## src/rtl/sim_keymap_pkg.sv

```systemverilog
// Shared constants for the simulator keyboard generator: key table, indices,
// FSM encoding and timing defaults.
package sim_keymap_pkg;

   localparam int unsigned GAP_DEFAULT = 4800;
   localparam int unsigned NUM_KEYS    = 11;
   localparam int unsigned IDX_W       = 4;
   localparam int unsigned CNT_W       = 16;
   localparam int unsigned KEY_W       = 11;
   localparam int unsigned CODE_W      = 8;

   localparam logic [IDX_W-1:0] KEY_RIGHT  = 4'd0;
   localparam logic [IDX_W-1:0] KEY_LEFT   = 4'd1;
   localparam logic [IDX_W-1:0] KEY_DOWN   = 4'd2;
   localparam logic [IDX_W-1:0] KEY_UP     = 4'd3;
   localparam logic [IDX_W-1:0] KEY_ENTER  = 4'd4;
   localparam logic [IDX_W-1:0] KEY_SPACE  = 4'd5;
   localparam logic [IDX_W-1:0] KEY_1      = 4'd6;
   localparam logic [IDX_W-1:0] KEY_2      = 4'd7;
   localparam logic [IDX_W-1:0] KEY_LSHIFT = 4'd8;
   localparam logic [IDX_W-1:0] KEY_RSHIFT = 4'd9;
   localparam logic [IDX_W-1:0] KEY_ESC    = 4'd10;

   typedef enum logic [1:0] {
      ST_IDLE = 2'd0,
      ST_EMIT = 2'd1,
      ST_HOLD = 2'd2
   } key_state_e;

   typedef struct packed {
      logic              ext;
      logic [CODE_W-1:0] code;
   } key_entry_t;

   // Button index to PS/2 set-2 make code (E0 prefix flagged by ext).
   function automatic key_entry_t key_lookup(input logic [IDX_W-1:0] idx);
      key_entry_t e;
      case (idx)
         KEY_RIGHT:  e = '{ext: 1'b1, code: 8'h74};
         KEY_LEFT:   e = '{ext: 1'b1, code: 8'h6B};
         KEY_DOWN:   e = '{ext: 1'b1, code: 8'h72};
         KEY_UP:     e = '{ext: 1'b1, code: 8'h75};
         KEY_ENTER:  e = '{ext: 1'b0, code: 8'h5A};
         KEY_SPACE:  e = '{ext: 1'b0, code: 8'h29};
         KEY_1:      e = '{ext: 1'b0, code: 8'h16};
         KEY_2:      e = '{ext: 1'b0, code: 8'h1E};
         KEY_LSHIFT: e = '{ext: 1'b0, code: 8'h12};
         KEY_RSHIFT: e = '{ext: 1'b0, code: 8'h59};
         KEY_ESC:    e = '{ext: 1'b0, code: 8'h76};
         default:    e = '{ext: 1'b0, code: 8'h00};
      endcase
      return e;
   endfunction

endpackage

```

## src/rtl/sim_key_select.sv

```systemverilog
// Lowest-index priority pick over pending buttons plus scancode lookup.
// Purely combinational.
module sim_key_select
   import sim_keymap_pkg::*;
(
   input  logic [NUM_KEYS-1:0] pending_i,
   output logic                valid_o,
   output logic [IDX_W-1:0]    index_o,
   output logic                ext_o,
   output logic [CODE_W-1:0]   code_o
);

   key_entry_t entry;

   always_comb begin
      valid_o = 1'b0;
      index_o = '0;
      for (int unsigned i = 0; i < NUM_KEYS; i++) begin
         if (pending_i[i] && !valid_o) begin
            valid_o = 1'b1;
            index_o = IDX_W'(i);
         end
      end
      entry  = key_lookup(index_o);
      ext_o  = entry.ext;
      code_o = entry.code;
   end

endmodule

```

## src/rtl/sim_ps2_keygen.sv

```systemverilog
// Turns simulator button level changes into MiSTer ps2_key strobe words,
// one event per GAP clocks, lowest button index first.
module sim_ps2_keygen
   import sim_keymap_pkg::*;
#(
   parameter int unsigned GAP = GAP_DEFAULT
) (
   input  logic             clk_48,
   input  logic             reset,
   input  logic [11:0]      inputs,
   input  logic             enable,
   output logic [KEY_W-1:0] ps2_key,
   output logic             busy
);

   localparam logic [CNT_W-1:0] GAP_LOAD = CNT_W'(GAP - 2);

   logic [NUM_KEYS-1:0] sync1_q, sync_q, rep_q, pending;
   logic [IDX_W-1:0]    idx_q;
   key_entry_t          entry_q;
   key_state_e          state_q;
   logic [CNT_W-1:0]    cnt_q;
   logic [KEY_W-1:0]    ps2_key_q;
   logic                busy_q;

   logic                sel_valid, sel_ext, start, emit_level;
   logic [IDX_W-1:0]    sel_index;
   logic [CODE_W-1:0]   sel_code;
   logic                unused_pause;

   assign unused_pause = inputs[11];
   assign pending      = sync_q ^ rep_q;
   assign start        = enable && sel_valid;
   assign emit_level   = sync_q[idx_q];

   sim_key_select u_select (
      .pending_i (pending),
      .valid_o   (sel_valid),
      .index_o   (sel_index),
      .ext_o     (sel_ext),
      .code_o    (sel_code)
   );

   // The last HOLD cycle doubles as the select cycle so back-to-back
   // events land exactly GAP clocks apart.
   always_ff @(posedge clk_48 or posedge reset) begin
      if (reset) begin
         sync1_q   <= '0;
         sync_q    <= '0;
         rep_q     <= '0;
         idx_q     <= '0;
         entry_q   <= '0;
         state_q   <= ST_IDLE;
         cnt_q     <= '0;
         ps2_key_q <= '0;
         busy_q    <= 1'b0;
      end else begin
         sync1_q <= inputs[NUM_KEYS-1:0];
         sync_q  <= sync1_q;
         case (state_q)
            ST_IDLE: begin
               if (start) begin
                  idx_q   <= sel_index;
                  entry_q <= '{ext: sel_ext, code: sel_code};
                  state_q <= ST_EMIT;
                  busy_q  <= 1'b1;
               end
            end
            ST_EMIT: begin
               ps2_key_q    <= {~ps2_key_q[KEY_W-1], emit_level, entry_q};
               rep_q[idx_q] <= emit_level;
               cnt_q        <= GAP_LOAD;
               state_q      <= ST_HOLD;
            end
            ST_HOLD: begin
               if (cnt_q != '0) begin
                  cnt_q <= cnt_q - CNT_W'(1);
               end else if (start) begin
                  idx_q   <= sel_index;
                  entry_q <= '{ext: sel_ext, code: sel_code};
                  state_q <= ST_EMIT;
               end else begin
                  state_q <= ST_IDLE;
                  busy_q  <= 1'b0;
               end
            end
            default: begin
               state_q <= ST_IDLE;
               busy_q  <= 1'b0;
            end
         endcase
      end
   end

   assign ps2_key = ps2_key_q;
   assign busy    = busy_q;

endmodule

```

## config.mk

```make
export PLATFORM = sky130hd
export DESIGN_NAME = sim_ps2_keygen
export DESIGN_NICKNAME = d
export VERILOG_FILES = /design/src/rtl/sim_keymap_pkg.sv /design/src/rtl/sim_key_select.sv /design/src/rtl/sim_ps2_keygen.sv
export SDC_FILE = /design/constraint.sdc
export NUM_CORES = 1
export LEC_CHECK = 0
export BUFFER_PORTS_ARGS = -buffer_cell sky130_fd_sc_hd__buf_2
export CAP_MARGIN = 20
export CELL_PAD_IN_SITES_DETAIL_PLACEMENT = 1
export CELL_PAD_IN_SITES_GLOBAL_PLACEMENT = 1
export CORE_ASPECT_RATIO = 1.4
export CORE_UTILIZATION = 45
export CTS_CLUSTER_SIZE = 10
export DETAILED_ROUTE_END_ITERATION = 8
export PLACE_DENSITY_LB_ADDON = 0.1
export SETUP_SLACK_MARGIN = 0.4
export SLEW_MARGIN = 20
export SYNTH_ARGS = -nofsm -noshare
export SYNTH_HDL_FRONTEND = slang
export SYNTH_SLANG_ARGS = --single-unit
```

## constraint.sdc

```tcl
create_clock -name clk_48 -period 4 [get_ports clk_48]
set_input_delay 0.4 -clock clk_48 [delete_from_list [all_inputs] [get_ports clk_48]]
set_output_delay 0.4 -clock clk_48 [all_outputs]
set_load 0.1 [all_outputs]
```

==> key figures, run 1 <==
Status
  • Outcome: completed

Worst hold path
  • Worst hold path depth: 1
  • Hold Crit Class: primary input to flop
  • HP Start: inputs[4]
  • WHS Endpoint: sync1_q[4]

Synthesis
  • Yosys reg bits: 74
  • Mapped Nets: between 300 and 400
  • Leading post-synthesis cells by cell area: dfrtp_1 54%, mux2_2 6.3%, nand2_1 5.8%
  • Number of library cell types mapped by synthesis: 45
  • Sequential area share after synthesis: 0.544
  • Yosys warning total: 0
  • Top_reg_cell synth: dfrtp_1
  • Top-area cell type share of the netlist area: 0.544
  • Post-Syn Instances: 305
  • Post-Syn Area: 0.00340 sq mm
  • Synth area leader: dfrtp_1
  • EDFF count, synth: 0
  • Syn Area/Cell: 11.2 sq um
  • Ys async rst share: 1.00

Clock network
  • Worst-Skew Late Latency: about 0.36 ns
  • H-tree levels: 3
  • CTS root buf: clkbuf_8
  • Clock sink count: 74
  • Total CTS buffers: 9
  • Post-CTS Setup Bufs: 0
  • Clock transition at path regs: 0.07 ns
  • Post_cts resized: 0
  • CTS Buffer Depth: 2
  • # hold bufs at CTS: 0
  • CTS tree: done

Routing
  • Residual DRC: 0
  • Post-route ant nets: 0
  • Final WL: 7100 um
  • Drt first pass iters: 4
  • DR iter-0 viols: 105
  • Routed vias/inst: 5.39
  • Mean routed wirelength per cell: 16.4 um
  • DR vias: 2336

GRT
  • Largest net degree at the start of global routing: 41
  • Initial antenna violation count: 0
  • Gr usage total: 0.209
  • Vias in the first global route: 2444
  • Congestion Overflow GR: 0
  • Global-route wire length before repair: 12000 um

Timing
  • Final Max Slew Viols: 0
  • Final worst slack: 1.10 ns
  • Hold Slack: between 0.1 and 0.15 ns
  • Clock skew: around 0.013 ns
  • Post-layout minimum cycle time: a little under 3 ns
  • Final Hold Vio Count: 0
  • Fmax: 344 MHz
  • Slew Limit Headroom: 0.452
  • # setup viols final: 0
  • RSZ-0062 raised after global routing: false
  • Final Cycle Share: 0.726
  • Worst-Margin Slew: 0.820 ns
  • Fin Setup TNS: 0 ns

Finish
  • Fill count: 834
  • Area grow syn2layout: 11.0%
  • Fraction of layout cells with a size suffix above 1: 0.217
  • Final-stage net count: roughly 350
  • Layout Utilization: 0.516
  • Antenna fix cells: 0

Critical path
  • Worst path required time: 4.24 ns
  • Startpoint types: flop
  • Start of the worst register-to-register path: rep_q[3]
  • Max incr delay on CP: 0.69 ns
  • Type of the worst setup path: flop to flop
  • Worst-case reg-to-reg path depth: 9
  • Buffers & Inverters on Critical Path: 2
  • Reg2reg setup slack: 1.10 ns
  • Crit path max fanout: 6
  • Stages on worst setup path: 9
  • Reg-to-Reg End: entry_q[2]
  • Arr. time, crit path: 3.15 ns
  • Crit path max-delay cell type: or4_1
  • Worst-path cell chain: xor2_1 -> or4_1 -> o32ai_1 -> buf_4 -> inv_1 -> ha_1 -> o31ai_1 -> a2bb2oi_1 -> mux2_2
  • Delay-heaviest family, CP: compound AO/OA/AOI/OAI gates
  • CP Capture Type: flop

Floorplanning
  • Initial Util: 0.465
  • Die footprint: approximately 0.0079 sq mm
  • Die span in y: around 100 um
  • Die width: 75.5 um
  • Rows: 37
  • Io pins: 27
  • Core ar.: 0.00731 sq mm

Power and ir drop
  • Clk pwr share: 0.194
  • Cell Pwr Density: approximately 750 mW/mm^2
  • Sequential Power Share: 0.374
  • P_sw: 1270 uW
  • Sw Ratio: 0.449
  • P_leak: about 0.0017 uW
  • P_int: around 1600 uW
  • VDD IR-drop max: 357 uV
  • Total power: between 2000 and 3000 uW
  • Power share of the combinational group: 0.432

Placement
  • Worst slack, placed: between 1 and 1.5 ns
  • Routability congestion estimate: 0.832
  • I/O Buffers: 24
  • HPWL Detailed: 5300 um

Flow run
  • Max cap viols: 0
[how the worst max path moves through the flow]
stage / start / to
3_3_place_gp: rep_q[2] / entry_q[2]
3_5_place_dp: rep_q[2] / entry_q[2]
6_report: rep_q[3] / entry_q[2]
4_1_cts: rep_q[3] / entry_q[2]
2_1_floorplan: rep_q[2] / entry_q[2]
5_1_grt: rep_q[3] / entry_q[2]
[metal layers]
layer  wire [um]  vias up  share of wire  track usage
met1        2820     1166           0.40        0.239
met3         122       18          0.017       0.0318
met4         237        0          0.033        0.123
li1            -     1123              -            -
met5           0        -              0            0
met2        3920       29           0.55        0.356
[cell usage in the layout (no fill, tap or decap), types with 2 or more instances in the layout]
master     count
a211oi_1       3
a21oi_1        6
a2bb2oi_1      4
buf_2         24
buf_4          3
clkbuf_8       9
clkinv_2       6
dfrtp_1       74
ha_1           6
inv_1         10
mux2_2        19
mux2i_1        8
mux4_2         2
nand2_1       53
nand3_1        8
nand3b_1       2
nand4_1        5
nand4b_1       3
nor2_1         8
nor2b_1        6
nor3_1         6
nor4_1         3
o21ai_0       17
o31ai_1        3
or3_1          3
or4_1          4
or4_4          3
xnor2_1        5
xor2_1        15
[cell type report]
| class | count | area [sq um] | share of cell area |
|---|---|---|---|
| flip-flops and latches | 74 | 1850 | 0.490 |
| multi-input cells | 208 | 1440 | 0.380 |
| repair buffers | 27 | 143 | 0.0378 |
| clock buffers | 9 | 124 | 0.0328 |
| well taps | 97 | 121 | 0.0321 |
| clock inverters | 7 | 60.1 | 0.0159 |
| inverters | 11 | 41.3 | 0.0109 |
[state kept, by name (all words and copies together), names as in the netlist]
name	flops
entry_q	8
sync_q	11
state_q	2
rep_q	11
idx_q	4
busy	1
sync1_q	11
cnt_q	16
ps2_key	10
[kinds of logic (layout without fill, tap and decap cells)]
kind of cell    Yosys count  after routing  synth area share
mux                      29             29            0.0997
xor+xnor                 20             20            0.0515
flops                    74             74             0.544
simple gates            109            109             0.167
buf+inv                  23             54            0.0335
compound gates           43             43            0.0813
fa+ha+maj                 6              6            0.0221
other cells               1              1           0.00110
[power groups by stage]
stage	registers (uW)	logic, uW	clock network [uW]
floorplan	1410	642	0
global placement	1070	1210	0
detailed placement	1080	1240	0
CTS	1060	1250	573
global route	1090	1330	598
finish	1060	1230	550
[synth_stat cells, types with 4 or more instances]
library cell	count
o21ai_0	18
xor2_1	15
mux2_2	19
inv_1	11
a21oi_1	6
mux2i_1	8
nand3_1	8
a2bb2oi_1	4
nor2b_1	6
nand4_1	5
clkbuf_1	6
nand2_1	53
or4_1	4
xnor2_1	5
ha_1	6
nor3_1	6
dfrtp_1	74
nor2_1	8
[per-stage QoR]
step	cell area (sq um)	std cells
5_1_grt	3780	433
3_3_place_gp	3590	417
3_5_place_dp	3590	417
4_1_cts	3780	433
6_report	3780	433
2_1_floorplan	3400	305
No activity file was read; power rests on OpenSTA's default activity.
==> run 2, diff against run 1 <==
--- a/config.mk
+++ b/config.mk
@@ -5,6 +5,7 @@
 export SDC_FILE = /design/constraint.sdc
 export NUM_CORES = 1
 export LEC_CHECK = 0
+export ABC_AREA = 1
 export BUFFER_PORTS_ARGS = -buffer_cell sky130_fd_sc_hd__buf_2
 export CAP_MARGIN = 20
 export CELL_PAD_IN_SITES_DETAIL_PLACEMENT = 1
==> constraint.sdc (replaced) <==
create_clock -name clk_48 -period 3 [get_ports clk_48]
set_input_delay 0.3 -clock clk_48 [delete_from_list [all_inputs] [get_ports clk_48]]
set_output_delay 0.3 -clock clk_48 [all_outputs]
set_load 0.1 [all_outputs]
==> key figures, run 2 <==
Clock network
  • Total CTS buffers: 9 (unchanged)
  • Clock sink count: 74 (unchanged)
  • Clock transition at path regs: 0.08 ns (was 0.07 ns)
  • H-tree levels: 3 (unchanged)
  • CTS root buf: clkbuf_8 (unchanged)
  • Worst-Skew Late Latency: 0.34 ns (was 0.36 ns)
  • CTS tree: done (unchanged)
  • CTS Buffer Depth: 2 (unchanged)

GRT
  • Met3 Resource Use GR: 0.0432 (was 0.0318)
  • Congestion Overflow GR: 0 (unchanged)
  • Met1 usage: 0.222 (was 0.239)
  • Gr usage total: 0.207 (was 0.209)
  • Global Route met2 Usage: 0.391 (was 0.356)
  • Vias in the first global route: 2891 (was 2444)
  • Largest net degree at the start of global routing: 39 (was 41)
  • GR peak layer: met2 (unchanged)
  • Initial antenna violation count: 0 (unchanged)
  • Global-route wire length before repair: 13300 um (was 12000 um)

Synthesis
  • Yosys reg bits: 74 (unchanged)
  • Post-synth top cells: 100 x nand2_1, 74 x dfrtp_1, 49 x inv_1, 29 x o21ai_0, 22 x nor2_1 (was 74 x dfrtp_1, 53 x nand2_1, 19 x mux2_2, 18 x o21ai_0, 15 x xor2_1)
  • Top-count cell post-synth: nand2_1 (was dfrtp_1)
  • Mux cell area share after synthesis: 0.00279 (was 0.0997)
  • Top_reg_cell synth: dfrtp_1 (unchanged)
  • Adder-Cell Fraction of Synth Area: 0.0209 (was 0.0221)
  • Synth area leader: dfrtp_1 (unchanged)
  • Yosys warning total: 0 (unchanged)
  • Simple-Gate Fraction of Synth Area: 0.250 (was 0.167)
  • Leading post-synthesis cells by cell area: dfrtp_1 52%, nand2_1 10%, inv_1 5.1% (was dfrtp_1 54%, mux2_2 6.3%, nand2_1 5.8%)
  • Post-Syn Instances: 396 (was 305)
  • Compound-cell area share of the yosys netlist: 0.108 (was 0.0813)
  • Post-Syn Area: 0.00359 sq mm (was 0.00340 sq mm)
  • Ys async rst share: 1.00 (unchanged)
  • Sequential area share after synthesis: 0.515 (was 0.544)
  • Number of library cell types mapped by synthesis: 44 (was 45)
  • Top-area cell type share of the netlist area: 0.515 (was 0.544)
  • Syn Area/Cell: 9.07 sq um (was 11.2 sq um)
  • EDFF count, synth: 0 (unchanged)
  • Xor/xnor share of the synthesized area: 0.0303 (was 0.0515)
  • Main combinational cell family by area after synthesis: simple AND/OR/NAND/NOR gates (unchanged)
  • Mapped Nets: 417 (was 326)

Finish
  • Most common cell after layout, fill and taps aside: nand2_1 (was dfrtp_1)
  • Area occupied by multi-input gates: 0.00149 sq mm (was 0.00144 sq mm)
  • Area grow syn2layout: 13.5% (was 11.0%)
  • Max FFs per register: 16 (unchanged)
  • Most frequent cells in the layout: 99 x nand2_1, 74 x dfrtp_1, 48 x inv_1 (was 74 x dfrtp_1, 53 x nand2_1, 24 x buf_2)
  • Biggest register: cnt_q (unchanged)
  • Fraction of layout cells with a size suffix above 1: 0.210 (was 0.217)
  • Final-stage net count: 450 (was 352)
  • Final non-filler cell total: 534 (was 433)
  • Register Area: 0.00185 sq mm (unchanged)
  • Design area: 0.00408 sq mm (was 0.00378 sq mm)
  • Fill count: 928 (was 834)
  • Antenna fix cells: 0 (unchanged)

Timing
  • Fin Setup TNS: 0 ns (unchanged)
  • Clock skew: 0.00862 ns (was 0.0125 ns)
  • RSZ-0062 raised after global routing: false (unchanged)
  • # setup viols final: 0 (unchanged)
  • Final Max Slew Viols: 0 (unchanged)
  • Worst-Margin Slew: 0.761 ns (was 0.820 ns)
  • Final Cycle Share: 0.802 (was 0.726)
  • Final Hold Vio Count: 0 (unchanged)
  • Slew Limit Headroom: 0.492 (was 0.452)
  • Fmax: 416 MHz (was 344 MHz)
  • Post-layout minimum cycle time: 2.40 ns (was 2.90 ns)

Floorplanning
  • Rows: 38 (was 37)
  • Die footprint: 0.00835 sq mm (was 0.00792 sq mm)
  • Initial Util: 0.464 (was 0.465)
  • Io pins: 27 (unchanged)
  • Core ar.: 0.00775 sq mm (was 0.00731 sq mm)
  • Die span in y: 108 um (was 105 um)
  • Die width: 77.5 um (was 75.5 um)

Routing
  • Post-route ant nets: 0 (unchanged)
  • DR iter-0 viols: 73 (was 105)
  • Final WL: 7570 um (was 7100 um)
  • Residual DRC: 0 (unchanged)
  • Routed vias/inst: 5.05 (was 5.39)
  • Mean routed wirelength per cell: 14.2 um (was 16.4 um)
  • DR vias: 2698 (was 2336)
  • Drt first pass iters: 4 (unchanged)

Placement
  • Routability congestion estimate: 0.813 (was 0.832)
  • Placed Area: 0.00383 sq mm (was 0.00359 sq mm)
  • I/O Buffers: 24 (unchanged)
  • HPWL Detailed: 5630 um (was 5300 um)
  • Post-Place Cells: 518 (was 417)

Flow run
  • Max cap viols: 0 (unchanged)

Critical path
  • Type of the worst setup path: flop to flop (unchanged)
  • Arr. time, crit path: 2.65 ns (was 3.15 ns)
  • Worst path required time: 3.24 ns (was 4.24 ns)
  • Startpoint types: flop (unchanged)
  • CP Capture Type: flop (unchanged)
  • Crit path max fanout: 4 (was 6)

Status
  • Outcome: completed (unchanged)

Worst hold path
  • Hold Crit Class: primary input to flop (unchanged)

Power and ir drop
  • P_leak: 0.00202 uW (was 0.00167 uW)
  • Cell Pwr Density: 982 mW/mm^2 (was 751 mW/mm^2)
  • VDD IR-drop max: 542 uV (was 357 uV)
-- run 2: cell types whose count changed in the layout (fill, tap and decap cells not counted), moves of 12 or more --
cell and delta:
inv_1 +38, mux2_2 -19, nand2_1 +46, xor2_1 -12, nor2_1 +14, o21ai_0 +12
nand2_2 +14
-- run 2: path summary, 6_finish.rpt --
check / startpoint / endpoint / slack, ns / cells after the start
max reg2reg: rep_q[0] / entry_q[2] / 0.60 / 16
min: inputs[0] / sync1_q[0] / 0.05 / 1
min in group asynchronous: reset / sync_q[3] / 0.08 / 2
max in group asynchronous: reset / ps2_key[4] / 2.25 / 3
max: rep_q[0] / entry_q[2] / 0.60 / 16
min reg2reg: sync1_q[7] / sync_q[7] / 0.35 / 0
-- run 2: what timing repair did --
item                                    in CTS  in global routing
endpoints found under the setup margin       0                  1
buffers inserted                             0                  0
hold buffers                                 0                  0
resized for setup                            0                  1
hold endpoints to repair                     0                  0
-- run 2: report_power, final --
part | total, uW | leakage [uW] | switching, uW | internal, uW
Combinational | 1680 | 0.000993 | 1270 | 411
Sequential | 1400 | 0.000903 | 170 | 1230
Clock | 921 | 0.000120 | 369 | 552
Total | 4000 | 0.00202 | 1810 | 2200
-- run 2: per-stage QoR --
step           hold slack (ns)  total power (uW)  setup slack [ns]  utilization
2_1_floorplan            0.331              2750             0.792            -
3_3_place_gp             0.332              3050             0.575        0.495
3_5_place_dp             0.336              3110             0.563        0.495
4_1_cts                 0.0321              4070             0.545        0.526
5_1_grt                 0.0313              4280             0.406        0.526
6_report                0.0532              4000             0.595        0.526
-- run 2: critical path, stage by stage (launching register included) --
cell	delay, ns
dfrtp_1	0.41
inv_1	0.09
nand2_2	0.05
nand2_2	0.09
nand2_4	0.08
nor2_8	0.13
nand4_4	0.12
nor2_8	0.16
nand3_1	0.14
nand2_2	0.14
inv_1	0.09
ha_1	0.29
or2_2	0.29
nand3_1	0.07
nand2_1	0.05
nand2_1	0.05
nand2_1	0.04
-- run 2: cell families after synthesis --
| group | count (synthesis) |
|---|---|
| buf+inv | 62 |
| simple gates | 182 |
| mux | 1 |
| flops | 74 |
| compound gates | 61 |
| other cells | 1 |
| fa+ha+maj | 6 |
| xor+xnor | 9 |
-- run 2: area by class of cell --
cell class / count / area share
Timing Repair Buffer: 28 / 0.0399
Inverter: 56 / 0.0522
Sequential cell: 74 / 0.454
Clock buffer: 9 / 0.0304
Clock inverter: 7 / 0.0285
Tap cell: 100 / 0.0307
Multi-Input combinational cell: 260 / 0.364
-- run 2: layer usage --
metal / wire (um) / up-vias
li1: - / 1340
met1: 3070 / 1322
met2: 4230 / 28
met3: 166 / 8
met4: 110 / 0
met5: 0 / -
==> run 3, diff against run 2 <==
--- a/config.mk
+++ b/config.mk
@@ -11,7 +11,7 @@
 export CELL_PAD_IN_SITES_DETAIL_PLACEMENT = 1
 export CELL_PAD_IN_SITES_GLOBAL_PLACEMENT = 1
 export CORE_ASPECT_RATIO = 1.4
-export CORE_UTILIZATION = 45
+export CORE_UTILIZATION = 41
 export CTS_CLUSTER_SIZE = 10
 export DETAILED_ROUTE_END_ITERATION = 8
 export PLACE_DENSITY_LB_ADDON = 0.1
==> constraint.sdc (replaced) <==
create_clock -name clk_48 -period 2.2 [get_ports clk_48]
set_input_delay 0.22 -clock clk_48 [delete_from_list [all_inputs] [get_ports clk_48]]
set_output_delay 0.22 -clock clk_48 [all_outputs]
set_load 0.1 [all_outputs]
==> key figures, run 3 (synthesis gave the netlist of run 2 again) <==
Power and ir drop
  • Clk pwr share: 0.238 (was 0.230)
  • Sequential Power Share: 0.289 (was 0.350)
  • P_leak: 0.00239 uW (was 0.00202 uW)
  • Cell Pwr Density: 1350 mW/mm^2 (was 982 mW/mm^2)
  • P_int: 3810 uW (was 2200 uW)
  • Sw Ratio: 0.437 (was 0.452)
  • Power share of the combinational group: 0.474 (was 0.419)
  • VDD IR-drop max: 890 uV (was 542 uV)
  • Total power: 6770 uW (was 4000 uW)
  • P_sw: 2960 uW (was 1810 uW)

GRT
  • Congestion Overflow GR: 0 (unchanged)
  • Global-route wire length before repair: 14600 um (was 13300 um)
  • Largest net degree at the start of global routing: 54 (was 39)
  • Initial antenna violation count: 0 (unchanged)
  • Vias in the first global route: 3161 (was 2891)
  • Gr usage total: 0.215 (was 0.207)

Finish
  • Biggest register: cnt_q (unchanged)
  • Max FFs per register: 16 (unchanged)
  • Antenna fix cells: 0 (unchanged)
  • Most common cell after layout, fill and taps aside: nand2_1 (unchanged)
  • Design area: 0.00503 sq mm (was 0.00408 sq mm)
  • Fill count: 943 (was 928)
  • Final-stage net count: 507 (was 450)
  • Fraction of layout cells with a size suffix above 1: 0.407 (was 0.210)
  • Area grow syn2layout: 40.0% (was 13.5%)
  • Most frequent cells in the layout: 84 x nand2_1, 71 x dfrtp_1, 40 x buf_4 (was 99 x nand2_1, 74 x dfrtp_1, 48 x inv_1)

Routing
  • Final WL: 9750 um (was 7570 um)
  • Routed vias/inst: 5.03 (was 5.05)
  • DR vias: 2999 (was 2698)
  • DR iter-0 viols: 105 (was 73)
  • Post-route ant nets: 0 (unchanged)
  • Mean routed wirelength per cell: 16.4 um (was 14.2 um)
  • Residual DRC: 0 (unchanged)
  • Drt first pass iters: 4 (unchanged)

Status
  • Outcome: finished with violations (was completed)
  • Failing checks: setup timing

Clock network
  • Worst-Skew Late Latency: 0.34 ns (about the same)
  • Total CTS buffers: 9 (unchanged)
  • CTS Buffer Depth: 2 (unchanged)
  • Clock sink count: 74 (unchanged)
  • Clock transition at path regs: 0.06 ns (was 0.08 ns)
  • CTS tree: done (unchanged)
  • H-tree levels: 3 (unchanged)
  • CTS root buf: clkbuf_16 (was clkbuf_8)

Floorplanning
  • Die span in y: 113 um (was 108 um)
  • Die footprint: 0.00915 sq mm (was 0.00835 sq mm)
  • Initial Util: 0.420 (was 0.464)
  • Die width: 81.1 um (was 77.5 um)
  • Io pins: 27 (unchanged)
  • Rows: 40 (was 38)
  • Core ar.: 0.00856 sq mm (was 0.00775 sq mm)

Timing
  • Fmax: 446 MHz (was 416 MHz)
  • # setup viols final: 2 (was 0)
  • Final Max Slew Viols: 0 (unchanged)
  • Clock skew: 0.00504 ns (was 0.00862 ns)
  • Post-layout minimum cycle time: 2.24 ns (was 2.40 ns)
  • Fin Setup TNS: -0.0486 ns (was 0 ns)
  • Final Cycle Share: 1.02 (was 0.802)
  • Final Hold Vio Count: 0 (unchanged)
  • RSZ-0062 raised after global routing: true (was false)
  • Final worst slack: -0.0407 ns (was 0.595 ns)

Critical path
  • Worst path required time: 2.42 ns (was 3.24 ns)
  • Startpoint types: flop (unchanged)
  • Crit path from: sync_q[3] (was rep_q[0])
  • Arr. time, crit path: 2.46 ns (was 2.65 ns)
  • Crit path max fanout: 3 (was 4)
  • CP Capture Type: flop (unchanged)
  • Start of the worst register-to-register path: sync_q[3] (was rep_q[0])
  • Type of the worst setup path: flop to flop (unchanged)

Placement
  • Routability congestion estimate: 0.788 (was 0.813)
  • I/O Buffers: 24 (unchanged)
  • HPWL Detailed: 5950 um (was 5630 um)
  • Placed Area: 0.00396 sq mm (was 0.00383 sq mm)

Worst hold path
  • Hold Crit Class: primary input to flop (unchanged)
  • HP Start: enable (was inputs[0])

Flow run
  • Max cap viols: 0 (unchanged)
## run 3: cell count changes in the layout (fill, tap and decap cells not counted), moves of 7 or more
cell           change
buf_4             +37
clkbuf_16          +9
clkbuf_8           -7
dlygate4sd3_1     +12
inv_1             -18
inv_2             +14
nand2_1           -15
nand2_2            +8
nand2_4            +7
nand3_1            -7
o21ai_0            -7
o21ai_1            +7
## run 3: path summary, 6_finish.rpt
kind | to | slack (ns) | cells past startpoint
setup / recovery | entry_q[2] | -0.04 | 15
hold / removal | busy | 0.23 | 3
setup reg to reg | entry_q[2] | -0.04 | 15
hold reg to reg | sync_q[8] | 0.35 | 0
max in group asynchronous | cnt_q[4] | 1.22 | 4
min in group asynchronous | rep_q[10] | 0.39 | 3
## run 3: routing by layer
metal,vias up,GRT usage,routed length (um)
met5,-,0,0
met4,0,0.104,263
met3,20,0.0435,176
met2,39,0.391,5520
met1,1487,0.229,3790
li1,1453,-,-
## run 3: cell type report
class	instances	area [sq um]	share of cell area
clock buffer	12	256	0.0510
clock inverter	4	73.8	0.0147
sequential	74	1860	0.369
inverter	56	228	0.0453
multi-input combinational	260	1830	0.363
timing repair inverter	1	7.51	0.00149
tap	105	131	0.0261
timing repair buffer	84	648	0.129
## run 3: metrics by stage
| step | hold WS (ns) | util | cells | setup slack, ns |
|---|---|---|---|---|
| 2_1_floorplan | 0.251 | - | 396 | 0.110 |
| 3_3_place_gp | 0.195 | 0.463 | 534 | 0.0327 |
| 3_5_place_dp | 0.200 | 0.463 | 534 | -0.0311 |
| 4_1_cts | 0.204 | 0.542 | 578 | 0.0113 |
| 5_1_grt | 0.227 | 0.587 | 596 | -0.158 |
| 6_report | 0.226 | 0.587 | 596 | -0.0407 |
## run 3: power groups by stage
stage          clock (uW)  combinational (uW)  sequential, uW
2_1_floorplan           0                1230            2560
3_3_place_gp            0                2400            1920
3_5_place_dp            0                2470            1940
4_1_cts              1640                2740            1920
5_1_grt              1700                3450            2000
6_report             1610                3210            1950
## run 3: critical path: stages (launching register included)
cell and delay (ns):
dfrtp_1 0.40, inv_2 0.10, nand2_4 0.07, nand2_4 0.09, nand2_4 0.06, nor2_8 0.11, nand4_4 0.13, nor2_8 0.17
nand4_1 0.10, nand2_2 0.16, ha_4 0.21, or2_4 0.23, nand3_2 0.07, nand2_1 0.06, nand2_1 0.08, nand2_1 0.06
## run 3: timing repair
| action | in CTS | in global routing |
|---|---|---|
| pin swaps | 18 | 33 |
| setup buffers | 16 | 17 |
| endpoints found under the hold margin | 23 | 0 |
| hold buffers | 12 | 0 |
| setup endpoints to repair | 20 | 39 |
| resized for setup | 34 | 68 |
| cloned | 0 | 1 |
